===== config.mk =====
export PLATFORM = sky130hd
export DESIGN_NAME = lif_neuron_refractory
export DESIGN_NICKNAME = d
export VERILOG_FILES = /design/src/rtl/lif_neuron_refractory.sv
export SDC_FILE = /design/constraint.sdc
export NUM_CORES = 1
export LEC_CHECK = 0
export BUFFER_PORTS_ARGS = -buffer_cell sky130_fd_sc_hd__buf_2
export CAP_MARGIN = 20
export CELL_PAD_IN_SITES_DETAIL_PLACEMENT = 0
export CELL_PAD_IN_SITES_GLOBAL_PLACEMENT = 1
export CORE_MARGIN = 4
export CORE_UTILIZATION = 40
export DETAILED_ROUTE_END_ITERATION = 12
export GPL_TIMING_DRIVEN = 0
export PLACE_DENSITY = 0.79
export SLEW_MARGIN = 10
export SYNTH_ARGS = -nofsm -noshare
export SYNTH_HDL_FRONTEND = slang
export SYNTH_SLANG_ARGS = --single-unit

===== constraint.sdc =====
create_clock -name clk -period 10.7 [get_ports clk]
set_clock_uncertainty 0.1 [all_clocks]
set_input_delay 1.605 -clock clk [delete_from_list [all_inputs] [get_ports clk]]
set_output_delay 1.605 -clock clk [all_outputs]
set_load 0.02 [all_outputs]

===== src/rtl/lif_neuron_refractory.sv =====
// Leaky integrate-and-fire neuron with saturating membrane potential and a
// programmable refractory period counted in enabled steps.
module lif_neuron_refractory #(
  parameter int                 REF_W   = 4,
  parameter logic signed [7:0]  V_RESET = 8'sd0
) (
  input  logic                     clk,
  input  logic                     reset_n,
  input  logic                     enable,
  input  logic signed [7:0]        input_current,
  input  logic signed [7:0]        threshold,
  input  logic [2:0]               decay_shift,
  input  logic [REF_W-1:0]         refractory_period,
  output logic signed [7:0]        membrane_potential,
  output logic                     spike_out,
  output logic                     refractory
);

  typedef enum logic {
    INTEGRATE  = 1'b0,
    REFRACTORY = 1'b1
  } state_t;

  state_t                  state;
  logic [REF_W-1:0]        counter;
  logic signed [7:0]       v;
  logic signed [7:0]       leak;
  logic signed [9:0]       sum;
  logic signed [7:0]       s;
  logic                    fire;

  // NOTE: every signal driven here gets a default first, so no path can infer a latch.
  always_comb begin
    leak = 8'sd0;
    if (decay_shift != 3'd0) leak = v >>> decay_shift;

    // v and leak share a sign, so v - leak never exceeds |v|; 10 bits holds the full sum.
    sum = {{2{v[7]}}, v} - {{2{leak[7]}}, leak} + {{2{input_current[7]}}, input_current};

    s = sum[7:0];
    if (sum > 10'sd127)        s = 8'sd127;
    else if (sum < -10'sd128)  s = -8'sd128;

    fire = (s >= threshold);
  end

  // NOTE: sequential state uses non-blocking assignments so all registers update together at the edge.
  always_ff @(posedge clk or negedge reset_n) begin
    if (!reset_n) begin
      v         <= V_RESET;
      spike_out <= 1'b0;
      counter   <= '0;
      state     <= INTEGRATE;
    end else if (!enable) begin
      spike_out <= 1'b0;
    end else begin
      case (state)
        INTEGRATE: begin
          if (fire) begin
            spike_out <= 1'b1;
            v         <= V_RESET;
            if (refractory_period != '0) begin
              counter <= refractory_period;
              state   <= REFRACTORY;
            end
          end else begin
            spike_out <= 1'b0;
            v         <= s;
          end
        end
        REFRACTORY: begin
          spike_out <= 1'b0;
          v         <= V_RESET;
          counter   <= counter - 1'b1;
          if (counter == REF_W'(1)) state <= INTEGRATE;
        end
        default: state <= INTEGRATE;
      endcase
    end
  end

  assign membrane_potential = v;
  assign refractory         = (state == REFRACTORY);

endmodule

# Word level (Yosys, flattened, before mapping)
# Index checks and enable logic that the tools add are counted.
# word_totals
reg_bits,14
in_bits,26
out_inout_bits,10
wordCells,33
# classes
n_shift,1
n_addsub,3
n_reduce_logical,3
order_cmp,3
n_eq_ne,3
muxes,15
bitwise,1
# ops
cell,count
$mux 8,4
$pmux 8 s2,1
$add 9x8->10,1
$gt 10x8->1 const B,1
$lt 10x8->1 const B,1
$sub 8x8->9,1
$ge 8x8->1,1
$mux 4,2
$pmux 4 s2,1
$sshr 8x3->8,1
$mux 1,5
$eq 4x1->1 const B,1
$ne 2x2->1 const B,2
$pmux 1 s2,2
$reduce_bool 4->1,1
$sub 4x1->4 const B,1
$reduce_and 3->1,1
$reduce_bool 3->1,1
$not 1->1,1

# Logic depth before layout (Yosys ltp)
# Gate-level depths: netlist of run 1.
# logic_depth
ltp_word,11
ltp_mapped,22
ltp_nobuf,22

# Least setup slack after synthesis of run 1
# No wires, ideal clock.
# synth_path
path_type,input port to flip-flop
startpoint,in decay_shift[0]
endpoint,reg counter[1]
path_stages,21
setup_slack_ns,4.502
arrival_ns,5.999
path_buffers,1
setup_time_ns,0.099
required_time_ns,10.501
cell_sequence,clkbuf_1 -> nand2_1 -> o21a_1 -> o211ai_1 -> o21ai_0 -> fa_1 -> inv_1 -> fa_1 -> nand2b_1 -> a2111o_1 -> o211ai_2 -> o21ai_4 -> a21oi_2 -> inv_1 -> ha_1 -> a211o_1 -> a21oi_1 -> a21oi_2 -> o211ai_2 -> mux2_2 -> a311oi_1
# synth_via
elab_chain_cells,10
elab_cells_between_ends,12
cone_classes,add/sub (2); order compare (3); eq/ne (1); shift (1); mux (3); reduce/logical (2)
# synth_rtl
element,line_no,rtl
from (decl),12,"input logic [2:0] decay_shift,"
$sshr 8x3->8 / $reduce_bool 3->1 (equally long branches),35,if (decay_shift != 3'd0) leak = v >>> decay_shift;
$mux 8 (*),35,
$sub 8x8->9 (*),38,"sum = {{2{v[7]}}, v} - {{2{leak[7]}}, leak} + {{2{input_current[7]}}, input_current};"
$add 9x8->10 (*),38,
$lt 10x8->1,42,else if (sum < -10'sd128) s = -8'sd128;
$mux 8,42,
$mux 8 (*),41,if (sum > 10'sd127) s = 8'sd127;
$ge 8x8->1 (*),44,fire = (s >= threshold);
$ne 2x2->1 (no source line) (*),-,
$reduce_and 3->1 (no source line) (*),-,
to (signal assigned),63,counter <= refractory_period;
to (signal assigned),74,counter <= counter - 1'b1;
to (decl),25,logic [REF_W-1:0] counter;
# Mark *: on every way between the ends. The rest lies on a longest branch, timed or not.
# A chain may end at the register's enable or synchronous reset.

# Worst setup path after layout of run 1
# Same ends and word-level chain as after synthesis.

==> results of run 1 <==
-- placed cells by master, fill, tap and decap left out, types with 6 or more instances in the layout --
| cell type | synthesis | layout |
|---|---|---|
| o21ai_0 | 23 | 23 |
| a21oi_2 | 6 | 6 |
| clkbuf_1 | 6 | 6 |
| o22ai_1 | 6 | 6 |
| nand2_1 | 16 | 16 |
| dfrtp_1 | 14 | 14 |
| fa_1 | 8 | 8 |
| a21oi_1 | 9 | 9 |
| buf_2 | 0 | 35 |
| nand3_1 | 7 | 7 |
| nor3_1 | 6 | 6 |
| ha_1 | 20 | 20 |
| nor2_1 | 15 | 15 |
| inv_1 | 48 | 48 |
-- through the flow --
stage,instances,util,instance area (µm²),hold slack (ns)
finish,350,0.478,2260,0.480
global placement,346,0.466,2200,0.485
global route,350,0.478,2260,0.523
CTS,350,0.478,2260,0.490
detailed placement,346,0.466,2200,0.480
floorplan,244,-,1940,0.463
-- area by class of cell --
cell class,count,area (µm²),area share
Buffer,7,30.0,0.0133
Clock buffer,4,55.1,0.0244
Inverter,48,180,0.0798
Multi-Input combinational cell,175,1380,0.613
Sequential cell,14,350,0.155
Tap cell,67,83.8,0.0371
Timing Repair Buffer,35,175,0.0776
-- worst max-delay path: cells and delay by family --
family                     cells  cell delay [ns]
AOI/OAI and AO/OA             12             2.46
adders and majority gates      3             1.29
buffers and inverters          4             0.58
muxes                          1             0.38
and+or+nand+nor                2             0.35
-- layer usage --
metal  vias up  GRT usage  wire (µm)
met5         -          0          0
met4         0     0.0320         43
met3         4     0.0128        168
met2        40      0.252       1960
met1       798      0.225       2250
li1        936          -          -
-- path summary, 6_finish.rpt --
kind | start | endpoint | slack, ns
min in group asynchronous | reset_n | counter[3]$_DFFE_PN0P_ | 1.14
min reg2reg | membrane_potential[0]$_DFFE_PN0P_ | membrane_potential[0]$_DFFE_PN0P_ | 0.48
max | decay_shift[0] | counter[1]$_DFFE_PN0P_ | 4.09
max reg2reg | membrane_potential[6]$_DFFE_PN0P_ | counter[1]$_DFFE_PN0P_ | 5.37
max in group asynchronous | reset_n | counter[2]$_DFFE_PN0P_ | 9.12
min | membrane_potential[0]$_DFFE_PN0P_ | membrane_potential[0]$_DFFE_PN0P_ | 0.48
-- sequential cells by signal, indices dropped and copies added, names as in the netlist --
signal	cells
counter	4
refractory	1
spike_out	1
membrane_potential	8
-- logic make-up after synthesis --
logic type                 count (synthesis)  synth area share
AOI/OAI and AO/OA                         79             0.308
buffers and inverters                     55             0.108
xor gates and xnor gates                   3            0.0135
muxes                                      1           0.00579
DFF                                       14             0.180
adders and majority gates                 28             0.211
and+or+nand+nor                           64             0.173
==> impl_metrics.yaml, run 1 <==
status:
  status: "complete, no violations"
setup_path:
  crit_slowest_cell: "fa_1"
  reg2reg_depth: 22
  slowest_delay_ns: 0.54
  required_ns: 10.75
  crit_arrival_ns: 6.66
  cp-start-kind: "primary input"
  endpoint_kind: "register"
  crit_fanout: 10
  path_class: "primary input to register"
  path_cells: "buf_2 -> clkbuf_1 -> nand2_1 -> o21a_1 -> o211ai_1 -> o21ai_0 -> fa_1 -> inv_1 -> fa_1 -> nand2b_1 -> a2111o_1 -> o211ai_2 -> o21ai_4 -> a21oi_2 -> inv_1 -> ha_1 -> a211o_1 -> a21oi_1 -> a21oi_2 -> o211ai_2 -> mux2_2 -> a311oi_1"
hold_path:
  holdPathStages: 2
  hp-class: "register to register"
cts:
  clkSinkCount: 14
  path_clk_slew_ns: 0.06
  clk_path_buf_depth: 2
  holdBufCountCts: 0
  post-cts-setup-buffer-count: 0
  root_buffer: "clkbuf_8"
  clock_insertion_delay_worst_skew_ns: 0.24
  numCtsBuffers: 3
  cts_tree: "done"
  htree_levels: 1
  cts.repair.resized: 0
global_route:
  grt_pass1_vias: 1688
  grt.total_usage: 0.155
  antenna_found_initial: 0
  gr-total-overflow: 0
  grt_max_degree: 15
  grt_pass1_wl_um: 7760
logic_synthesis:
  yosysSeqAreaShare: 0.180
  synth_edf_count: 0
  yosys-top-cells-area: "dfrtp_1, ha_1, inv_1"
  async_flop_share: 1.00
  synth_common_cells: "inv_1, o21ai_0, ha_1"
  synth_top_area_frac: 0.180
  ys.flop_type: "dfrtp_1"
  synth_fp_nets: 298
  syn_avg_cell_area_um2: 7.96
  ys_types: 48
  synth_top_cell_by_area: "dfrtp_1"
  syn-cell-area_um2: 1940
  synth.most_common_cell: "inv_1"
  netlist_instances: 244
  synth-seq-cells: 14
  yosys_warnings: 0
timing:
  slew_viol_final: 0
  rsz0062_at_grt: "no"
  fin_crit_ns: 6.61
  clock.fmax_mhz: 151
  tightestPinTransition_ns: 0.418
  min_period_over_period: 0.618
  worst_slack_ns: 4.09
  fin_tns_setup_ns: 0
  relSlewSlack: 0.721
  finalHoldViolations: 0
  setup_viol: 0
cells_and_area:
  n_antenna_cell: 0
  nNetsFinal: 338
  n_fill_cell: 477
  drive_above_1_share: 0.216
  syn2layout_area_growth_pct: 16.2
flow_run:
  maxCapViolCount: 0
floorplanning:
  fp-row-count: 25
  initial_utilization: 0.411
  die_w_um: 77.7
  core_area_um2: 4720
  die_height_um: 77.7
  dieArea_um2: 6040
  io_pins: 36
routing:
  drc: 0
  first_pass_iters: 4
  dr.first_iter.drc_count: 59
  drt-wirelength-per-cell_um: 12.6
  via_per_inst: 5.08
  postRouteAntennaNets: 0
  routed_wl_um: 4420
  vias: 1778
placement:
  place.gp.congestion: 0.834
  io_buffer_count: 35
  dp_hpwl_um: 3750
  dp_slack_ns: 3.84
Power of run 1 is not shown: default switching activity piles up to over one toggle a cycle in this logic, so the estimate is an artifact.
==> run 2, diff against run 1 <==
--- a/config.mk
+++ b/config.mk
@@ -10,10 +10,10 @@
 export CELL_PAD_IN_SITES_DETAIL_PLACEMENT = 0
 export CELL_PAD_IN_SITES_GLOBAL_PLACEMENT = 1
 export CORE_MARGIN = 4
-export CORE_UTILIZATION = 40
+export CORE_UTILIZATION = 37
 export DETAILED_ROUTE_END_ITERATION = 12
 export GPL_TIMING_DRIVEN = 0
-export PLACE_DENSITY = 0.79
+export PLACE_DENSITY = 0.77
 export SLEW_MARGIN = 10
 export SYNTH_ARGS = -nofsm -noshare
 export SYNTH_HDL_FRONTEND = slang
==> constraint.sdc (replaced) <==
create_clock -name clk -period 5.4 [get_ports clk]
set_clock_uncertainty 0.1 [all_clocks]
set_input_delay 0.81 -clock clk [delete_from_list [all_inputs] [get_ports clk]]
set_output_delay 0.81 -clock clk [all_outputs]
set_load 0.02 [all_outputs]
==> impl_metrics.yaml, run 2 (synthesis gave the netlist of run 1 again) <==
status:
  status: "complete, no violations"
timing:
  relSlewSlack: 0.534
  hold_slack_ns: 0.352
  min_period_over_period: 0.975
  finalHoldViolations: 0
  slew_viol_final: 0
  setup_viol: 0
  tightestPinTransition_ns: 0.699
  rsz0062_at_grt: "yes"
  fin_crit_ns: 5.27
  clock.fmax_mhz: 190
placement:
  io_buffer_count: 35
  place.gp.congestion: 0.809
  dp_hpwl_um: 3790
  dpl-instance-area_um2: 2210
routing:
  postRouteAntennaNets: 0
  first_pass_iters: 4
  drt-wirelength-per-cell_um: 13.7
  dr.first_iter.drc_count: 64
  via_per_inst: 5.06
  vias: 1871
  routed_wl_um: 5050
  drc: 0
flow_run:
  maxCapViolCount: 0
global_route:
  grt.total_usage: 0.155
  grt_pass1_wl_um: 8100
  grt_max_degree: 15
  grt_pass1_vias: 1724
  antenna_found_initial: 0
  gr-total-overflow: 0
setup_path:
  crit_arrival_ns: 5.32
  cp-start-kind: "primary input"
  endpoint_kind: "register"
  crit_fanout: 7
  path_class: "primary input to register"
  required_ns: 5.46
cells_and_area:
  stdcell_area_um2: 2600
  drive_above_1_share: 0.340
  n_antenna_cell: 0
  nNetsFinal: 355
  syn2layout_area_growth_pct: 33.6
  mostFrequentLayoutCell: "inv_1"
  largest_reg_flops: 8
  layout_common_cells: "inv_1, buf_2, ha_1, o21ai_0"
  fin_util: 0.508
floorplanning:
  die_w_um: 80.5
  core_area_um2: 5110
  initial_utilization: 0.380
  fp-row-count: 26
  dieArea_um2: 6480
  io_pins: 36
  die_height_um: 80.5
cts:
  clk_path_buf_depth: 2
  clkSinkCount: 14
  clock_insertion_delay_worst_skew_ns: 0.25
  root_buffer: "clkbuf_8"
  htree_levels: 1
  path_clk_slew_ns: 0.06
  cts_tree: "done"
  numCtsBuffers: 3
hold_path:
  hp-class: "primary input to asynchronous set/reset pin"
-- run 2: cell count changes in the layout (fill, tap and decap cells not counted), sizes merged --
cell    change
buf        +18
clkbuf      -1
-- run 2: stage by stage --
step | setup slack, ns | std cells | TNS, ns
after floorplan | 0.0948 | 244 | 0
after global placement | -0.560 | 349 | -2.22
after detailed placement | -0.556 | 349 | -1.94
after CTS | 0.00754 | 359 | 0
after global routing | -0.0638 | 370 | -0.113
final | 0.134 | 370 | 0
-- run 2: what timing repair did --
| action | CTS | global route |
|---|---|---|
| setup buffers | 6 | 11 |
| pin swaps | 3 | 18 |
| gates resized for setup | 5 | 48 |
| setup endpoints to repair | 4 | 10 |
| hold buffers | 0 | 0 |
-- run 2: final timing paths --
kind | slack, ns | endpoint | cells past startpoint | from
min in group clk | 0.49 | membrane_potential[0]$_DFFE_PN0P_ | 2 | membrane_potential[0]$_DFFE_PN0P_
max in group asynchronous | 4.60 | membrane_potential[6]$_DFFE_PN0P_ | 1 | reset_n
setup reg to reg | 0.44 | counter[1]$_DFFE_PN0P_ | 20 | membrane_potential[4]$_DFFE_PN0P_
setup / recovery | 0.13 | counter[1]$_DFFE_PN0P_ | 23 | decay_shift[0]
hold reg to reg | 0.49 | membrane_potential[0]$_DFFE_PN0P_ | 2 | membrane_potential[0]$_DFFE_PN0P_
hold / removal | 0.35 | refractory$_DFFE_PN0P_ | 1 | reset_n
-- run 2: routing by layer --
layer,wire [µm],vias up,global-route usage
li1,-,965,-
met1,2540,873,0.240
met2,2330,31,0.229
met3,162,2,0.0179
met4,13,0,0.0253
met5,0,-,0
-- run 2: cell type report --
type                            instances  area [µm²]
Sequential cell                        14         350
Fill cell                             508        2510
Clock buffer                            4        55.1
Inverter                               48         180
Timing Repair Buffer                   52         328
Multi-Input combinational cell        175        1560
Buffer                                  7        38.8
Tap cell                               70        87.6
-- run 2: worst max-delay path: stages --
cell      delay, ns
buf_4          0.14
buf_6          0.12
buf_6          0.12
o21a_1         0.16
o211ai_1       0.20
o21ai_2        0.10
fa_1           0.58
inv_1          0.06
fa_2           0.35
nand2b_4       0.17
a2111o_1       0.46
o211ai_4       0.13
a21oi_4        0.16
buf_6          0.16
a21oi_4        0.11
inv_1          0.06
ha_2           0.16
a211o_1        0.30
a21oi_2        0.14
a21oi_2        0.10
o211ai_4       0.22
mux2_4         0.32
a311oi_2       0.18
Power of run 2 is left out for the same reason.
==> run 3, diff against run 2 <==
--- a/config.mk
+++ b/config.mk
@@ -7,13 +7,13 @@
 export LEC_CHECK = 0
 export BUFFER_PORTS_ARGS = -buffer_cell sky130_fd_sc_hd__buf_2
 export CAP_MARGIN = 20
-export CELL_PAD_IN_SITES_DETAIL_PLACEMENT = 0
-export CELL_PAD_IN_SITES_GLOBAL_PLACEMENT = 1
+export CELL_PAD_IN_SITES_DETAIL_PLACEMENT = 1
+export CELL_PAD_IN_SITES_GLOBAL_PLACEMENT = 2
 export CORE_MARGIN = 4
-export CORE_UTILIZATION = 37
+export CORE_UTILIZATION = 30
 export DETAILED_ROUTE_END_ITERATION = 12
 export GPL_TIMING_DRIVEN = 0
-export PLACE_DENSITY = 0.77
+export PLACE_DENSITY = 0.79
 export SLEW_MARGIN = 10
 export SYNTH_ARGS = -nofsm -noshare
 export SYNTH_HDL_FRONTEND = slang
==> impl_metrics.yaml, run 3 (synthesis gave the netlist of run 1 again) <==
setup_path:
  path_class: "primary input to register"
  reg2reg_depth: 21
  cp-start-kind: "primary input"
  endpoint_kind: "register"
  crit_fanout: 8
  r2r_end: "counter[1]$_DFFE_PN0P_"
  required_ns: 5.45
  crit_arrival_ns: 5.28
  cp-startpoint: "decay_shift[0]"
  rrSetupSlack_ns: 0.51
  critical_path.endpoint: "counter[1]$_DFFE_PN0P_"
  regToRegStartpoint: "membrane_potential[5]$_DFFE_PN0P_"
hold_path:
  hp-class: "primary input to asynchronous set/reset pin"
cells_and_area:
  mostFrequentLayoutCell: "inv_1"
  fin_util: 0.400
  n_antenna_cell: 0
  stdcell_area_um2: 2520
  syn2layout_area_growth_pct: 29.9
  nNetsFinal: 351
  register_area_um2: 350
  layout_common_cells: "inv_1, buf_2, ha_1, nand2_1"
  largest_reg_flops: 8
  multiInputGateArea_um2: 1520
  n_fill_cell: 813
  drive_above_1_share: 0.321
placement:
  dpl-instance-area_um2: 2220
  place.gp.congestion: 0.783
  dp_hpwl_um: 4370
  io_buffer_count: 35
floorplanning:
  dieArea_um2: 7830
  initial_utilization: 0.308
  die_w_um: 88.5
  io_pins: 36
  fp-row-count: 29
  die_height_um: 88.5
  core_area_um2: 6310
global_route:
  grt.total_usage: 0.140
  grt_pass1_vias: 1798
  grt_pass1_wl_um: 8670
  gr-total-overflow: 0
  antenna_found_initial: 0
  grt_max_degree: 15
timing:
  fin_crit_ns: 5.23
  min_period_over_period: 0.968
  clock.fmax_mhz: 191
  finalHoldViolations: 0
  relSlewSlack: 0.608
  fin_tns_setup_ns: 0
  tightestPinTransition_ns: 0.587
  setup_viol: 0
  slew_viol_final: 0
cts:
  htree_levels: 1
  numCtsBuffers: 3
  holdBufCountCts: 0
  clock_insertion_delay_worst_skew_ns: 0.25
  root_buffer: "clkbuf_8"
  clkSinkCount: 14
  clk_path_buf_depth: 2
  path_clk_slew_ns: 0.06
  cts_tree: "done"
routing:
  via_per_inst: 4.99
  drc: 0
  first_pass_iters: 3
  vias: 1860
  routed_wl_um: 5600
  drt-wirelength-per-cell_um: 15.0
  postRouteAntennaNets: 0
  dr.first_iter.drc_count: 41
flow_run:
  maxCapViolCount: 0
status:
  status: "complete, no violations"
-- run 3: changes by cell type in the layout (fill, tap and decap cells not counted), sizes merged --
| cell | change |
|---|---|
| buf | -4 |
-- run 3: timing repair --
action / in CTS / in global routing
pin swaps: 3 / 14
setup endpoints to repair: 4 / 12
buffers inserted: 7 / 6
gates resized for setup: 9 / 33
-- run 3: through the flow --
step / hold WS (ns) / instances / setup WS, ns
floorplan: 0.414 / 244 / 0.0948
global placement: 0.492 / 356 / -0.611
detailed placement: 0.491 / 356 / -0.750
CTS: 0.369 / 367 / 0.00644
global route: 0.370 / 373 / -0.0225
finish: 0.352 / 373 / 0.171
-- run 3: critical path, stage by stage --
cell and delay [ns]:
buf_4 0.13, buf_8 0.12, nand2_1 0.07, o21a_1 0.11, o211ai_1 0.20, o21ai_2 0.10
fa_1 0.59, inv_1 0.07, fa_2 0.36, nand2b_4 0.18, a2111o_1 0.45, o211ai_4 0.13
a21oi_4 0.14, buf_4 0.17, a21oi_4 0.14, inv_1 0.06, ha_2 0.19, a211o_1 0.29
a21oi_2 0.16, a21oi_2 0.11, o211ai_4 0.20, mux2_4 0.32, a311oi_2 0.18
-- run 3: area by class of cell --
type / instances / share of cell area
sequential: 14 / 0.139
inverter: 48 / 0.0714
timing repair buffer: 48 / 0.109
clock buffer: 4 / 0.0218
buffer: 7 / 0.0174
multi-input combinational: 175 / 0.603
tap: 77 / 0.0382
-- run 3: routing by layer --
metal / up-vias / GRT usage / share of wire
met5: - / 0 / 0
met4: 0 / 0.0275 / 0.012
met3: 4 / 0.00931 / 0.024
met2: 23 / 0.220 / 0.47
met1: 876 / 0.212 / 0.49
li1: 957 / - / -
-- run 3: how the worst min path moves through the flow --
stage / from / depth (start not counted) / endpoint / slack (ns)
after floorplan: reset_n / 0 / counter[0]$_DFFE_PN0P_ / 0.41
after global placement: counter[1]$_DFFE_PN0P_ / 2 / counter[1]$_DFFE_PN0P_ / 0.49
after detailed placement: membrane_potential[0]$_DFFE_PN0P_ / 2 / membrane_potential[0]$_DFFE_PN0P_ / 0.49
after CTS: reset_n / 1 / counter[3]$_DFFE_PN0P_ / 0.37
after global routing: reset_n / 1 / counter[3]$_DFFE_PN0P_ / 0.37
final: reset_n / 1 / counter[3]$_DFFE_PN0P_ / 0.35
Power of run 3 is left out for the same reason.
